$ cat src/rtl/accel_mem_xfer.sv
// accel_mem_xfer: accelerator-side requester on the shared CPU data memory port.
// Reads one 64-byte block per request. Writes a result block back as a burst
// of consecutive 32-bit words. It holds the port through a mem_req/mem_gnt pair.
// Optional build macro: ACCEL_MEM_BYTESWAP_EN. When it is defined, every 32-bit
// word is byte-reversed on the write path and at read capture.
module accel_mem_xfer #(
    parameter int WR_WORDS = 8,   // words per write burst, 1..16
    parameter int RD_LAT   = 1    // granted address edge -> read data sample edge
) (
    input  logic                    clk,
    input  logic                    rst,
    input  logic                    rd_req,
    input  logic [15:0]             rd_addr,
    output logic                    rd_valid,
    output logic [511:0]            rd_block,
    input  logic                    wr_req,
    input  logic [15:0]             wr_addr,
    input  logic [32*WR_WORDS-1:0]  wr_block,
    output logic                    wr_done,
    output logic                    busy,
    output logic                    mem_req,
    input  logic                    mem_gnt,
    output logic [15:0]             mem_addr,
    output logic [31:0]             mem_wrt_data,
    output logic                    mem_wrt_en,
    input  logic [511:0]            mem_rd_data
);

    localparam int WB = 32 * WR_WORDS;

    typedef enum logic [2:0] {
        IDLE, RD_REQ, RD_WAIT, RD_DONE, WR_BURST, WR_DONE
    } state_t;

    state_t         state_q, state_d;
    logic [15:0]    addr_q;      // latched base address
    logic [WB-1:0]  blk_q;       // write data, shifted down one word per granted write
    logic [4:0]     k_q;         // word index within the burst
    logic [7:0]     lat_q;       // remaining read latency
    logic [511:0]   rd_block_q;
    logic [31:0]    wr_word;
    logic [15:0]    wr_off;

`ifdef ACCEL_MEM_BYTESWAP_EN
    function automatic logic [31:0] bswap32(input logic [31:0] w);
        return {w[7:0], w[15:8], w[23:16], w[31:24]};
    endfunction

    function automatic logic [511:0] rd_fmt(input logic [511:0] d);
        logic [511:0] r;
        r = '0;
        for (int i = 0; i < 16; i++) r[32*i +: 32] = bswap32(d[32*i +: 32]);
        return r;
    endfunction

    assign wr_word = bswap32(blk_q[31:0]);
`else
    function automatic logic [511:0] rd_fmt(input logic [511:0] d);
        return d;
    endfunction

    assign wr_word = blk_q[31:0];
`endif

    // The byte offset 4k is added modulo 2^16, so a burst wraps the way the memory does.
    assign wr_off   = {9'd0, k_q, 2'b00};
    assign rd_block = rd_block_q;

    // State, latched request and burst/latency counters.
    always_ff @(posedge clk) begin
        if (rst) begin
            state_q    <= IDLE;
            addr_q     <= '0;
            blk_q      <= '0;
            k_q        <= '0;
            lat_q      <= '0;
            rd_block_q <= '0;
        end else begin
            state_q <= state_d;
            case (state_q)
                IDLE: begin
                    if (rd_req) begin
                        addr_q <= rd_addr;
                    end else if (wr_req) begin
                        addr_q <= wr_addr;
                        blk_q  <= wr_block;
                        k_q    <= '0;
                    end
                end
                RD_REQ: begin
                    if (mem_gnt) lat_q <= 8'(RD_LAT - 1);
                end
                RD_WAIT: begin
                    if (lat_q == 8'd0) rd_block_q <= rd_fmt(mem_rd_data);
                    else               lat_q      <= lat_q - 8'd1;
                end
                WR_BURST: begin
                    if (mem_gnt) begin
                        k_q   <= k_q + 5'd1;
                        blk_q <= blk_q >> 32;
                    end
                end
                default: ;
            endcase
        end
    end

    // Next state and port outputs. Port lines are driven only in active states.
    always_comb begin
        state_d      = state_q;
        busy         = 1'b1;
        rd_valid     = 1'b0;
        wr_done      = 1'b0;
        mem_req      = 1'b0;
        mem_addr     = '0;
        mem_wrt_data = '0;
        mem_wrt_en   = 1'b0;
        case (state_q)
            IDLE: begin
                busy = 1'b0;
                if (rd_req)      state_d = RD_REQ;
                else if (wr_req) state_d = WR_BURST;
            end
            RD_REQ: begin
                mem_req  = 1'b1;
                mem_addr = addr_q;
                if (mem_gnt) state_d = RD_WAIT;
            end
            RD_WAIT: begin
                // The address is held so the memory output stays stable. Grant loss is harmless here.
                mem_req  = 1'b1;
                mem_addr = addr_q;
                if (lat_q == 8'd0) state_d = RD_DONE;
            end
            RD_DONE: begin
                rd_valid = 1'b1;
                state_d  = IDLE;
            end
            WR_BURST: begin
                mem_req      = 1'b1;
                mem_addr     = addr_q + wr_off;
                mem_wrt_data = wr_word;
                // Gated by rst so a reset edge cannot commit one more word.
                mem_wrt_en   = mem_gnt & ~rst;
                if (mem_gnt && k_q == 5'(WR_WORDS - 1)) state_d = WR_DONE;
            end
            WR_DONE: begin
                wr_done = 1'b1;
                state_d = IDLE;
            end
            default: state_d = IDLE;
        endcase
    end

endmodule

$ cat config.mk
export PLATFORM = sky130hd
export DESIGN_NAME = accel_mem_xfer
export DESIGN_NICKNAME = d
export VERILOG_FILES = /design/src/rtl/accel_mem_xfer.sv
export SDC_FILE = /design/constraint.sdc
export NUM_CORES = 2
export LEC_CHECK = 0
export BUFFER_PORTS_ARGS = -buffer_cell sky130_fd_sc_hd__buf_2
export CAP_MARGIN = 20
export CELL_PAD_IN_SITES_DETAIL_PLACEMENT = 0
export CELL_PAD_IN_SITES_GLOBAL_PLACEMENT = 1
export CORE_AREA = 2 2 536 538
export CTS_CLUSTER_DIAMETER = 30
export DETAILED_ROUTE_END_ITERATION = 8
export DIE_AREA = 0 0 538 540
export PLACE_DENSITY_LB_ADDON = 0.1
export SLEW_MARGIN = 20
export SYNTH_ARGS = -nofsm -noshare
export SYNTH_HDL_FRONTEND = slang
export SYNTH_SLANG_ARGS = --single-unit
$ cat constraint.sdc
create_clock -name clk -period 3.05 [get_ports clk]
set_input_delay 0.915 -clock clk [delete_from_list [all_inputs] [get_ports clk]]
set_output_delay 0.915 -clock clk [all_outputs]
set_load 0.02 [all_outputs]
# Word-level counts from Yosys, hierarchy flattened
# Cells that the tools add are included.
[word_totals]
reg_bits = 800
inputBits = 805
out_inout_bits = 565
elab_cells = 64
[classes]
add_sub_neg = 3
eq_ne = 14
mux = 26
n_bitwise = 2
reduce_logical = 13
[op_table]
columns = ["op", "n"]
rows = [
  ["256-bit 2-to-1 mux", 3],
  ["256-bit one-hot mux with 2 select lines", 1],
  ["16-bit 2-to-1 mux", 2],
  ["32-bit 2-to-1 mux", 1],
  ["16-bit one-hot mux with 2 select lines", 1],
  ["16-bit by 7-bit adder with 16-bit output", 1],
  ["8-bit 2-to-1 mux", 2],
  ["8-bit one-hot mux with 2 select lines", 1],
  ["3-bit 2-to-1 mux", 5],
  ["5-bit 2-to-1 mux", 3],
  ["2-bit inequality test (second input constant)", 7],
  ["3-bit one-hot mux with 4 select lines", 1],
  ["5-bit one-hot mux with 2 select lines", 1],
  ["8-bit zero test", 1],
  ["4-bit AND reduction", 2],
  ["8-bit by 1-bit subtractor with 8-bit output (second input constant)", 1],
  ["3-bit by 2-bit == test with 1-bit output (second input constant)", 2],
  ["3-bit == test (second input constant)", 2],
  ["2-bit nonzero test", 3],
  ["5-bit by 1-bit adder with 5-bit output (second input constant)", 1],
  ["5-bit by 3-bit == test with 1-bit output (second input constant)", 1],
  ["1-bit 2-to-1 mux", 5],
  ["2-bit AND reduction", 2],
  ["3-bit by 1-bit == test with 1-bit output (second input constant)", 1],
  ["8 further kinds", 8],
]

# Depth between registers and ports, before layout
[depth]
word_depth = 4
depth_mapped = 9
mapped_depth_nobuf = 6

# Worst setup path before layout
# Ideal clock, no wire load.
[synth_timing]
path_type = "reg2out"
from = "register k_q[0]"
to = "output mem_addr[14]"
t_arrival_ns = 2.063
t_required_ns = 2.135
path_slack_ns = 0.072
stages_incl_launch_ff = 7
n_path_buf = 0
cell_sequence = "dfxtp_1 ha_1 fa_1 a211oi_1 o21bai_1 a31o_2 a31oi_1"
[synth_via]
elab_chain_cells = 2
[synth_lines]
columns = ["element", "line", "text"]
rows = [
  ["start, declared", "38", "logic [4:0] k_q;"],
  ["start signal, assigned", "99", "k_q <= k_q + 5'd1;"],
  ["16-bit by 7-bit adder with 16-bit output", "141", "mem_addr = addr_q + wr_off;"],
  ["16-bit one-hot mux with 2 select lines", "118", "case (state_q)"],
  ["end, declared", "23", "output logic [15:0] mem_addr,"],
]
# Every way passes these cells.

# Worst setup path after layout
# Same ends and word-level chain as after synthesis.

==> impl_metrics.ini <==
[timing]
tightestPinTransition_ns = 1.03
hold_ws_ns = 0.270
min_period_ns = 3.71
fin_crit_sh_pct = 122
final.setup.tns_ns = -12.84
rsz0062_at_grt = true
fmax_ghz = 0.270
setup_violations = 49
drv_slew = 0
fin_skew_ns = 0.0627
setup_ws_ns = -0.656
hold_viol = 0
slew_headroom_pct = 31.3

[critical_path]
cp.arrival_ns = 2.79
r2r_slack_ns = 0.22
endpoint_kind = output pin
path_class = reg2out
crit_required_ns = 2.13
cp_max_fo = 4
start_kind = flip-flop

[routing]
first_iter_violations = 1710
avgRoutedWirePerCell_um = 23.9
wirelength_met1_mm = 90.9
firstDrtPassIters = 6
vias_per_cell = 3.68
route.detailed.drc = 0
routed-wl-met2_mm = 105
drt-total-wl_mm = 227
met3_length_mm = 24.9
drtAntennaViolNets = 0
vias = 35000
highest_layer = met5

[clocking]
cts_buffers = 351
cts.htree.levels = 5
clockRootBuffer = clkbuf_16
cts.sinks = 800
cts.clk_slew.worst_paths_ns = 0.04
cts_buffer_depth = 4
clk_latency_ns = 0.88
cts_tree = done
cts_hold_buf = 0

[logic_synthesis]
synth_edf_count = 0
synthCells = 3899
syn-cell-area_um2 = 30500
syn_avg_cell_area_um2 = 7.81
ys_warn_count = 0
ys_types = 53
ys_ff_latch = 800
ys.flop_type = dfxtp_1
yosysSeqAreaShare_pct = 52.6
synth-async-reset-ratio_pct = 0
syn-num-nets = 4713

[global_route]
antenna_found_initial = 250
grt_pass1_wl_mm = 302
grt_overflow = 0
grt_max_degree = 153
track_usage_pct = 14.9
grt_pass1_vias = 35200

[cells_and_area]
final_common_cell = nand2_1
drive_above_1_share_pct = 36.6
syn_to_final_growth_pct = 78.9
final_cell_mix = 1496 x nand2_1, 1316 x buf_2, 788 x dfxtp_1, 523 x a21oi_1, 353 x clkbuf_16
fin_area_um2 = 54500
fin_nets = 6242

[die]
fp.dieArea_um2 = 291000
die_w_um = 538
rows = 196
coreArea_um2 = 284000
dieHeight_um = 540
start_util_pct = 10.7
num_io_pins = 1370

[run]
drv_cap = 0

[power_and_ir_drop]
clkPwrFrac_pct = 62.2
p_comb_share_pct = 14.1
p_sw_share_pct = 28.7
switchingPower_mw = 15.1
ir_drop_mv = 0.392
p_per_area_nw_per_um2 = 964
p_leak_nw = 22.5
p_int_mw = 37.5
pwr-share-seq_pct = 23.7
finalPower_mw = 52.5

[place]
place.gp.congestion = 0.820
hpwl_mm = 173
pre_cts_slack_ns = -0.253
dpl_cell_area_um2 = 41900
io_buffer_count = 1369

[run_status]
violations = setup timing
outcome = finished with violations

[worst_hold_path]
hold_path.class = in2reg
## power groups by stage
stage / clock [mW] / sequential, mW / combinational, mW
after global routing: 34.2 / 12.6 / 8.21
after global placement: 0 / 12.6 / 7.07
after floorplan: 0 / 12.8 / 3.41
final: 32.7 / 12.4 / 7.43
after detailed placement: 0 / 12.6 / 7.08
after CTS: 33.5 / 12.5 / 7.62
## synthesized netlist by cell type, drive strengths merged, types with 9 or more instances
library cell	instances	share of area, %
a22oi	32	0.79
a211oi	22	0.54
a311oi	224	6.4
nor3	10	0.16
nand3	9	0.15
o21ai	17	0.28
nor2	290	3.6
dfxtp	800	53
a21oi	524	8.6
and2	35	0.72
clkbuf	214	2.6
nand2	1498	18
mux2i	22	0.72
buf	113	2.0
## sequential cells by signal, indices dropped and copies added, names as in the netlist
| signal | count |
|---|---|
| addr_q | 16 |
| blk_q | 256 |
| k_q | 5 |
| lat_q | 8 |
| rd_block | 512 |
| state_q | 3 |
## kinds of logic after synthesis
group | share of synthesized area (%)
buffers and inverters | 4.67
xor gates and xnor gates | 0.0288
DFF | 52.6
adders and majority gates | 0.394
and+or+nand+nor | 24.0
muxes | 0.723
AOI/OAI and AO/OA | 17.7
## worst paths after layout
check	start	endpoint	cells past startpoint
setup / recovery	k_q[0]$_SDFFE_PP0P_	mem_addr[14]	7
hold / removal	mem_rd_data[79]	rd_block[79]$_SDFFE_PP0P_	3
setup reg to reg	state_q[0]$_SDFFE_PP0P_	blk_q[13]$_SDFFE_PP0P_	9
hold reg to reg	rd_block[160]$_SDFFE_PP0P_	rd_block[160]$_SDFFE_PP0P_	2
## final cells by class
type                       instances  area (µm²)
timing repair buffer            1502        8810
tap                             3762        4710
fill                           32300      230000
clock buffer                     585       10600
sequential                       800       16000
inverter                           5        18.8
clock inverter                    37         649
antenna                           66         165
multi-input combinational       2768       13500
## stage by stage
step | util [%] | std cells
finish | 19.2 | 9525
global route | 19.1 | 9479
CTS | 19.1 | 9454
detailed placement | 14.7 | 8806
global placement | 14.7 | 8806
floorplan | - | 3899
## worst max-delay path: stages (launching register included)
cell and delay [ns]:
dfxtp_2 0.33, ha_4 0.17, fa_2 0.37, a211oi_4 0.31
o21bai_4 0.15, a31o_2 0.28, a31oi_4 0.19, buf_6 0.15
## timing repair
item                                    in CTS  in global routing
cloned                                       5                  0
hold endpoints to repair                     0                  0
pin swaps                                   44                 29
gates resized for setup                    234                 24
buffers inserted                            25                  8
endpoints found under the setup margin      51                 50
## metal layers
| metal | GRT usage (%) | up-vias |
|---|---|---|
| met5 | 0 | - |
| met4 | 3.76 | 104 |
| met3 | 7.12 | 642 |
| met2 | 24.7 | 1597 |
| met1 | 17.2 | 16300 |
| li1 | - | 16400 |
Note: power is estimated with default switching activity, not from simulation.
